==> src/rtl/mem_access_stage_pkg.sv <==
// mem_access_stage_pkg: shared state encodings, bubble control value and default widths/timeout for the MEM stage.
package mem_access_stage_pkg;
   localparam int B_DEF = 32;
   localparam int W_DEF = 5;
   localparam int TIMEOUT_DEF = 255;
   localparam logic [0:0] ST_IDLE = 1'b0;
   localparam logic [0:0] ST_ACCESS = 1'b1;
   localparam logic [1:0] BUBBLE_CTRL = 2'b00;
endpackage

==> src/rtl/mem_access_stage_if.sv <==
// mem_access_stage_if: data-memory req/ack bus between the MEM stage (master) and memory (slave).
interface mem_access_stage_if #(parameter int B = 32);
   logic req, we, ack;
   logic [B-1:0] addr, wdata, rdata;
   modport master(output req, we, addr, wdata, input ack, rdata);
   modport slave(input req, we, addr, wdata, output ack, rdata);
endinterface

==> src/rtl/mem_access_stage_mem_wb_latch.sv <==
// mem_wb_latch: MEM/WB pipeline register; load takes all fields, bubble clears only the WB controls.
module mem_wb_latch
   import mem_access_stage_pkg::*;
#(
   parameter int B = B_DEF,
   parameter int W = W_DEF
) (
   input  logic         clk,
   input  logic         reset_n,
   input  logic         load,
   input  logic         bubble,
   input  logic [B-1:0] read_data_in,
   input  logic [B-1:0] alu_result_in,
   input  logic [W-1:0] write_reg_in,
   input  logic         reg_write_in,
   input  logic         mem_to_reg_in,
   output logic [B-1:0] read_data_out,
   output logic [B-1:0] alu_result_out,
   output logic [W-1:0] write_reg_out,
   output logic         reg_write_out,
   output logic         mem_to_reg_out
);
   logic [B-1:0] read_data_q, read_data_d, alu_result_q, alu_result_d;
   logic [W-1:0] write_reg_q, write_reg_d;
   logic [1:0] ctrl_q, ctrl_d;
   always_comb begin
      read_data_d = load ? read_data_in : read_data_q;
      alu_result_d = load ? alu_result_in : alu_result_q;
      write_reg_d = load ? write_reg_in : write_reg_q;
      ctrl_d = load ? {reg_write_in, mem_to_reg_in} : bubble ? BUBBLE_CTRL : ctrl_q;
   end
   always_ff @(posedge clk) begin
      if (!reset_n) begin
         read_data_q <= '0;
         alu_result_q <= '0;
         write_reg_q <= '0;
         ctrl_q <= '0;
      end else begin
         read_data_q <= read_data_d;
         alu_result_q <= alu_result_d;
         write_reg_q <= write_reg_d;
         ctrl_q <= ctrl_d;
      end
   end
   assign read_data_out = read_data_q;
   assign alu_result_out = alu_result_q;
   assign write_reg_out = write_reg_q;
   assign {reg_write_out, mem_to_reg_out} = ctrl_q;
endmodule

==> src/rtl/mem_access_stage.sv <==
// mem_access_stage: MEM stage with branch resolve, req/ack data-memory access and MEM/WB register.
// Define MEM_STAGE_TIMEOUT_EN to abort accesses that see no ack within TIMEOUT cycles.
module mem_access_stage
   import mem_access_stage_pkg::*;
#(
   parameter int B = B_DEF,
   parameter int W = W_DEF,
   parameter int TIMEOUT = TIMEOUT_DEF
) (
   input  logic         clk,
   input  logic         reset_n,
   input  logic [B-1:0] add_result_in,
   input  logic [B-1:0] alu_result_in,
   input  logic [B-1:0] r_data2_in,
   input  logic [W-1:0] mux_RegDst_in,
   input  logic         zero_in,
   input  logic         wb_RegWrite_in,
   input  logic         wb_MemtoReg_in,
   input  logic         m_Branch_in,
   input  logic         m_MemRead_in,
   input  logic         m_MemWrite_in,
   input  logic         flush_in,
   output logic         pc_src_out,
   output logic [B-1:0] branch_target_out,
   output logic         stall_out,
   mem_access_stage_if.master dmem,
   output logic [B-1:0] read_data_out,
   output logic [B-1:0] alu_result_out,
   output logic [W-1:0] write_reg_out,
   output logic         wb_RegWrite_out,
   output logic         wb_MemtoReg_out,
   output logic         timeout_err_out
);
   logic [0:0] state_q, state_d;
   logic req_q, req_d, we_q, we_d;
   logic [B-1:0] addr_q, addr_d, wdata_q, wdata_d, rd_data;
   logic in_access, mem_op, issue, done, tmo, load;
   assign in_access = state_q == ST_ACCESS;
   always_comb begin
      mem_op = (m_MemRead_in | m_MemWrite_in) & ~flush_in;
      issue = ~in_access & mem_op;
      done = in_access & (dmem.ack | tmo);
      stall_out = in_access ? ~(dmem.ack | tmo) : mem_op;
      load = in_access ? dmem.ack : ~mem_op & ~flush_in;
      rd_data = (in_access & m_MemRead_in) ? dmem.rdata : '0;
      state_d = done ? ST_IDLE : issue ? ST_ACCESS : state_q;
      req_d = issue | (req_q & ~done);
      we_d = issue ? m_MemWrite_in : we_q;
      addr_d = issue ? alu_result_in : addr_q;
      wdata_d = issue ? r_data2_in : wdata_q;
   end
   always_ff @(posedge clk) begin
      if (!reset_n) begin
         state_q <= ST_IDLE;
         req_q <= 1'b0;
         we_q <= 1'b0;
         addr_q <= '0;
         wdata_q <= '0;
      end else begin
         state_q <= state_d;
         req_q <= req_d;
         we_q <= we_d;
         addr_q <= addr_d;
         wdata_q <= wdata_d;
      end
   end
`ifdef MEM_STAGE_TIMEOUT_EN
   localparam int CW = $clog2(TIMEOUT + 1);
   logic [CW-1:0] cnt_q, cnt_d;
   logic err_q, err_d;
   always_comb begin
      tmo = in_access & ~dmem.ack & (cnt_q == CW'(TIMEOUT - 1));
      cnt_d = in_access ? cnt_q + 1'b1 : '0;
      err_d = err_q | tmo;
   end
   always_ff @(posedge clk) begin
      if (!reset_n) begin
         cnt_q <= '0;
         err_q <= 1'b0;
      end else begin
         cnt_q <= cnt_d;
         err_q <= err_d;
      end
   end
   assign timeout_err_out = err_q;
`else
   logic unused_timeout;
   assign unused_timeout = |TIMEOUT;
   assign tmo = 1'b0;
   assign timeout_err_out = 1'b0;
`endif
   assign pc_src_out = m_Branch_in & zero_in & ~flush_in;
   assign branch_target_out = add_result_in;
   assign dmem.req = req_q;
   assign dmem.we = we_q;
   assign dmem.addr = addr_q;
   assign dmem.wdata = wdata_q;
   mem_wb_latch #(.B(B), .W(W)) u_mem_wb (
      .clk(clk),
      .reset_n(reset_n),
      .load(load),
      .bubble(~load),
      .read_data_in(rd_data),
      .alu_result_in(alu_result_in),
      .write_reg_in(mux_RegDst_in),
      .reg_write_in(wb_RegWrite_in),
      .mem_to_reg_in(wb_MemtoReg_in),
      .read_data_out(read_data_out),
      .alu_result_out(alu_result_out),
      .write_reg_out(write_reg_out),
      .reg_write_out(wb_RegWrite_out),
      .mem_to_reg_out(wb_MemtoReg_out)
   );
endmodule

==> src/flat_wrapper.sv <==
// flat-port wrapper written by rule: the top's interface ports become plain ports
module mem_access_stage_flat import mem_access_stage_pkg::*;
#(
   parameter int B = B_DEF,
   parameter int W = W_DEF,
   parameter int TIMEOUT = TIMEOUT_DEF
)
  (clk, reset_n, add_result_in, alu_result_in, r_data2_in, mux_RegDst_in, zero_in, wb_RegWrite_in, wb_MemtoReg_in, m_Branch_in, m_MemRead_in, m_MemWrite_in, flush_in, pc_src_out, branch_target_out, stall_out, read_data_out, alu_result_out, write_reg_out, wb_RegWrite_out, wb_MemtoReg_out, timeout_err_out, dmem_req, dmem_we, dmem_addr, dmem_wdata, dmem_ack, dmem_rdata);
  mem_access_stage_if #(.B(B)) dmem_i ();
  input  logic clk;
  input  logic reset_n;
  input  logic [B-1:0] add_result_in;
  input  logic [B-1:0] alu_result_in;
  input  logic [B-1:0] r_data2_in;
  input  logic [W-1:0] mux_RegDst_in;
  input  logic zero_in;
  input  logic wb_RegWrite_in;
  input  logic wb_MemtoReg_in;
  input  logic m_Branch_in;
  input  logic m_MemRead_in;
  input  logic m_MemWrite_in;
  input  logic flush_in;
  output logic pc_src_out;
  output logic [B-1:0] branch_target_out;
  output logic stall_out;
  output logic [B-1:0] read_data_out;
  output logic [B-1:0] alu_result_out;
  output logic [W-1:0] write_reg_out;
  output logic wb_RegWrite_out;
  output logic wb_MemtoReg_out;
  output logic timeout_err_out;
  output wire logic [$bits(dmem_i.req)-1:0] dmem_req;
  output wire logic [$bits(dmem_i.we)-1:0] dmem_we;
  output wire logic [$bits(dmem_i.addr)-1:0] dmem_addr;
  output wire logic [$bits(dmem_i.wdata)-1:0] dmem_wdata;
  input wire logic [$bits(dmem_i.ack)-1:0] dmem_ack;
  input wire logic [$bits(dmem_i.rdata)-1:0] dmem_rdata;
  assign dmem_req = dmem_i.req;
  assign dmem_we = dmem_i.we;
  assign dmem_addr = dmem_i.addr;
  assign dmem_wdata = dmem_i.wdata;
  assign dmem_i.ack = dmem_ack;
  assign dmem_i.rdata = dmem_rdata;
  mem_access_stage #(.B(B), .W(W), .TIMEOUT(TIMEOUT)) u_core (.clk(clk), .reset_n(reset_n), .add_result_in(add_result_in), .alu_result_in(alu_result_in), .r_data2_in(r_data2_in), .mux_RegDst_in(mux_RegDst_in), .zero_in(zero_in), .wb_RegWrite_in(wb_RegWrite_in), .wb_MemtoReg_in(wb_MemtoReg_in), .m_Branch_in(m_Branch_in), .m_MemRead_in(m_MemRead_in), .m_MemWrite_in(m_MemWrite_in), .flush_in(flush_in), .pc_src_out(pc_src_out), .branch_target_out(branch_target_out), .stall_out(stall_out), .dmem(dmem_i), .read_data_out(read_data_out), .alu_result_out(alu_result_out), .write_reg_out(write_reg_out), .wb_RegWrite_out(wb_RegWrite_out), .wb_MemtoReg_out(wb_MemtoReg_out), .timeout_err_out(timeout_err_out));
endmodule
==> config.mk <==
export PLATFORM = sky130hd
export DESIGN_NAME = mem_access_stage_flat
export DESIGN_NICKNAME = d
export VERILOG_FILES = /design/src/rtl/mem_access_stage_pkg.sv /design/src/rtl/mem_access_stage_if.sv /design/src/rtl/mem_access_stage_mem_wb_latch.sv /design/src/rtl/mem_access_stage.sv /design/src/flat_wrapper.sv
export SDC_FILE = /design/constraint.sdc
export NUM_CORES = 1
export LEC_CHECK = 0
export CAP_MARGIN = 10
export CORE_ASPECT_RATIO = 1.4
export CORE_MARGIN = 4
export CORE_UTILIZATION = 39
export DETAILED_ROUTE_END_ITERATION = 10
export PLACE_DENSITY = 0.8
export REMOVE_ABC_BUFFERS = 1
export SYNTH_ARGS = -nofsm -noshare
export SYNTH_HDL_FRONTEND = slang
export SYNTH_SLANG_ARGS = --single-unit
==> constraint.sdc <==
create_clock -name clk -period 1.5 [get_ports clk]
set_input_delay 0.225 -clock clk [delete_from_list [all_inputs] [get_ports clk]]
set_output_delay 0.225 -clock clk [all_outputs]
set_load 0.005 [all_outputs]
# After elaboration in Yosys (flattened, before gate mapping)
# Cells that the tools add are included.
[word_totals] out_inout_bits=172 elab_cells=30 in_bits=143 reg_bits=138
[op_classes] reduce_logical=2 muxes=3 bitwise_logic=16
[ops] op="$mux 32" n=1
[ops] op="$and 1x1->1" n=8
[ops] op="$not 1->1" n=6
[ops] op="$mux 1" n=2
[ops] op="$or 1x1->1" n=2
[ops] op="$reduce_and 2->1" n=1
[ops] op="$reduce_or 2->1" n=1

# Depth between registers and ports, before layout
[logic_depth] depth_word=6 mapped_depth=6 mapped_depth_nobuf=3

# Hierarchy
# A second synthesis with hierarchy kept.
[unflattened] cells_unflattened=600 area_unflattened_um2=6013.3
[by_module_without_submodules] mod="mem_access_stage" instances=1 cells_per_inst=371 area_per_inst_um2=3240.6 seq_area_each_um2=1341.3
[by_module_without_submodules] mod="mem_wb_latch" instances=1 cells_per_inst=229 area_per_inst_um2=2772.7 seq_area_each_um2=1421.4

# Worst setup path before layout
# No wires, ideal clock.
[synth_path] kind="register to register" from="register u_core.state_q (netlist: u_core.in_access)" to="register u_core.u_mem_wb.read_data_q[0] (netlist: u_core.u_mem_wb.read_data_out[0])" t_required_ns=1.428 path_buffers=1 path_stages_with_launch=5 setup_time_ns=0.072 path_slack_ns=0.232 period_less_slack_ns=1.268 arrival_time_ns=1.197 cell_sequence="dfxtp_1 -> or2_4 -> o21ai_4 -> buf_8 -> mux2i_1"
[synth_between] elab_chain_cells=2 elab_cells_between_ends=3 classes_between="mux (2); bitwise (1)"
[synth_rtl] item="start, declared" line="mem_access_stage.sv:34" rtl="logic [0:0] state_q, state_d;"
[synth_rtl] item="start signal, assigned" line="mem_access_stage.sv:60" rtl="state_q <= state_d;"
[synth_rtl] item="$and 1x1->1" line="mem_access_stage.sv:45" rtl="rd_data = (in_access & m_MemRead_in) ? dmem.rdata : '0;"
[synth_rtl] item="$mux 32" line="mem_access_stage.sv:45"
[synth_rtl] item="end signal, assigned" line="mem_access_stage_mem_wb_latch.sv:39" rtl="read_data_q <= read_data_d;"
[synth_rtl] item="end, declared" line="mem_access_stage_mem_wb_latch.sv:23" rtl="logic [B-1:0] read_data_q, read_data_d, alu_result_q, alu_result_d;"
# Several ways; a longest one is shown, not always the timed one.
# A chain may end at the register's enable or synchronous reset.

# Worst setup path after layout
[layout_path] from="register u_core.wdata_q[3] (netlist: u_core.dmem.wdata[3])" to="output dmem_wdata[3]"
[layout_lines] item="start, declared" line="mem_access_stage.sv:36" rtl="logic [B-1:0] addr_q, addr_d, wdata_q, wdata_d, rd_data;"
[layout_lines] item="start signal, assigned" line="mem_access_stage.sv:64" rtl="wdata_q <= wdata_d;"
[layout_lines] item="end, declared" line="flat_wrapper.sv:35" rtl="output wire logic [$bits(dmem_i.wdata)-1:0] dmem_wdata;"
# No word-level cell between the ends.

==> metrics.md <==
| Metric | Value |
|---|---|
| Status | complete, no violations |
| Reg area | 2770 sq um |
| DRT iter0 DRCs | 330 |
| Proportion of netlist area held by the largest area contributor | 0.475 |
| Post-synth top area cell | dfxtp_1 |
| Clock root buffer | clkbuf_16 |
| Worst R2R Path Depth | 5 |
| Crit path arrival time | 1240 ps |
| Gr ovfl total | 0 |
| GRT Overall Usage | 0.206 |
| CTS buffer count | 17 |
| CP peak stage delay | 520 ps |
| CP Max Fanout | 2 |
| GRT Max-Usage Layer | met2 |
| Clk buf depth | 2 |
| Min-Delay Path Class | in -> reg |
| Cell Count, Final, Fillers Out | 1,059 |
| Met2 GRT Util | 0.334 |
| WL per Instance | 17.3 um |
| Die Y | 152 um |
| CTS tree | yes |
| Final Skew | 7.10 ps |
| Worst-skew pair later-pin latency | 400 ps |
| Final Max Slew Viols | 0 |
| Grt met3 use | 0.104 |
| Leakage | 0.00449 uW |
| RSZ-0062 raised after global routing | yes |
| Row count | 52 |
| Placer Congestion | 0.771 |
| Via density | 4.98 |
| Type of the worst setup path | reg -> out |
| Delay-heaviest family, CP | buffers and inverters |
| Pre-Repair DR Iteration Count | 4 |
| Initial antenna violation count | 0 |
| Dpl cells | 1,026 |
| Maxcap violations | 0 |
| IO Count | 315 |
| Final hold vios | 0 |
| Critical path depth | 1 |
| Met1 usage | 0.236 |
| Cells along the critical path | clkdlybuf4s50_1 |
| Syn. warnings | 0 |
| Crit share post-route | 0.979 |
| Cells after synthesis | 651 |
| WHS Path Cells | 3 |
| Final setup fails | 0 |
| CTS H-Tree Depth | 4 |
| Crit path buf inv count | 1 |
| Synth Cell Area | 5810 sq um |
| Core Util, Final | 0.620 |
| Die area | 16,900 sq um |
| DR vias | 5,278 |
| CP max-delay cell | clkdlybuf4s50_1 |
| Die W | 111 um |
| Syn_area_per_cell | 8.93 sq um |
| Top cells by area, synth | dfxtp_1, mux2i_1, nand2_1, a21boi_0, o21ai_0 |
| DRC Markers | 0 |
| Req. time, crit path | 1270 ps |
| PortBufs | 249 |
| # fillers | 1,198 |
| Placed inst area | 8340 sq um |
| FF-to-FF setup slack | 40 ps |
| Final Instance Area | 9040 sq um |
| Critical Path End Type | output pin |
| Largest net degree at the start of global routing | 65 |
| Reg clk slew, reported paths | 60 ps |
| First-pass GRT wire length | 28.0 mm |
| Initial Util | 0.399 |
| Synth cell types | 24 |
| # nets final | 999 |
| Final WL | 18.3 mm |
| CP Launch Type | flip-flop |
| Post-synthesis register bit count | 138 |
| Detailed placer's ending HPWL | 13.2 mm |
| Area growth from synthesis to layout | 55.6% |
| Clock sink count | 138 |
| Vias in the first global route | 5,179 |
| Fin crit period | 1470 ps |
| Multi-input logic area | 2500 sq um |
| Fraction of layout cells with a size suffix above 1 | 0.0852 |
| Core Footprint | 14,600 sq um |
| Fmax | 681 MHz |
| PwrDens | 1070 nW/um^2 |
| VDD IR max | 777 uV |
| Final hold slack | 286 ps |
| Seq/Total Area, Yosys | 0.475 |
| Antenna-violating nets left | 0 |
==> registers in the layout, indices dropped and copies added (netlist names) <==
name,count
u_core.dmem.wdata,32
u_core.dmem.we,1
u_core.u_mem_wb.write_reg_out,5
u_core.in_access,1
u_core.u_mem_wb.ctrl_q,2
u_core.u_mem_wb.alu_result_out,32
u_core.u_mem_wb.read_data_out,32
u_core.dmem.req,1
u_core.dmem.addr,32
==> area by class of cell <==
type / count / share of cell area
well taps: 189 / 0.0262
diodes: 1 / 0.000277
clock inverters: 13 / 0.0212
flip-flops and latches: 138 / 0.306
repair buffers: 277 / 0.321
multi-input cells: 420 / 0.276
inverters: 2 / 0.000830
clock buffers: 19 / 0.0479
==> worst paths after layout <==
check | from | to
max | u_core.dmem.wdata[3]$_SDFFE_PN0P_ | dmem_wdata[3]
min | reset_n | u_core.in_access$_SDFFE_PP0P_
max reg2reg | u_core.in_access$_SDFFE_PP0P_ | u_core.dmem.addr[15]$_SDFFE_PN0P_
min reg2reg | u_core.u_mem_wb.read_data_out[18]$_SDFFE_PN0P_ | u_core.u_mem_wb.read_data_out[18]$_SDFFE_PN0P_
==> through the flow <==
stage	setup TNS, ps	worst slack, ps	power [uW]
2_1_floorplan	-135720	-1880	4450
3_3_place_gp	-22130	-342	5400
4_1_cts	0	0.0748	9850
5_1_grt	-43.9	-37.4	10100
3_5_place_dp	-26280	-359	5420
6_report	0	31.5	9710
==> routing by layer <==
metal | part of all wire | routed length (um)
met1 | 0.40 | 7320
met2 | 0.47 | 8630
met3 | 0.11 | 1930
met4 | 0.018 | 324
met5 | 0.0040 | 73
==> cell usage after synthesis <==
master,count
nand2_1,143
dfxtp_1,138
mux2i_1,69
o21ai_0,65
nand3_1,64
a21boi_0,46
buf_4,36
clkbuf_1,24
a21boi_1,20
buf_2,15
clkbuf_2,8
buf_8,6
and3_1,3
inv_1,2
nor2_1,2
or2_4,2
a21boi_2,1
and2_1,1
buf_1,1
buf_6,1
conb_1,1
nor2_2,1
o21ai_4,1
o22ai_1,1
==> logic make-up after synthesis <==
| family | count (synthesis) | synth area share |
|---|---|---|
| buf+inv | 93 | 0.101 |
| other cells | 1 | 0.000645 |
| flops | 138 | 0.475 |
| compound gates | 134 | 0.147 |
| simple gates | 216 | 0.157 |
| mux | 69 | 0.119 |
==> layout by cell type (no fill, tap or decap), types with 4 or more instances in the layout <==
cell and instances:
clkdlybuf4s50_1 150, mux2i_1 69, dlymetal6s2s_1 48, dlygate4sd2_1 49, buf_12 12, buf_4 17, nand3_1 64, a21boi_0 46
dfxtp_2 7, bufinv_16 4, a21boi_1 20, dfxtp_1 131, nand2_1 143, clkbuf_16 17, o21ai_0 63
==> timing repair <==
action	in CTS	in global routing
pin swaps	0	0
hold buffers	0	0
gates resized for setup	57	55
setup endpoints to repair	52	55
buffers inserted	0	0
gates cloned	0	0
==> power by group <==
| part | switching (uW) | internal [uW] |
|---|---|---|
| combinational | 578 | 776 |
| sequential | 74.2 | 3840 |
| clock | 1640 | 2800 |
No activity file was read; power rests on OpenSTA's default activity.
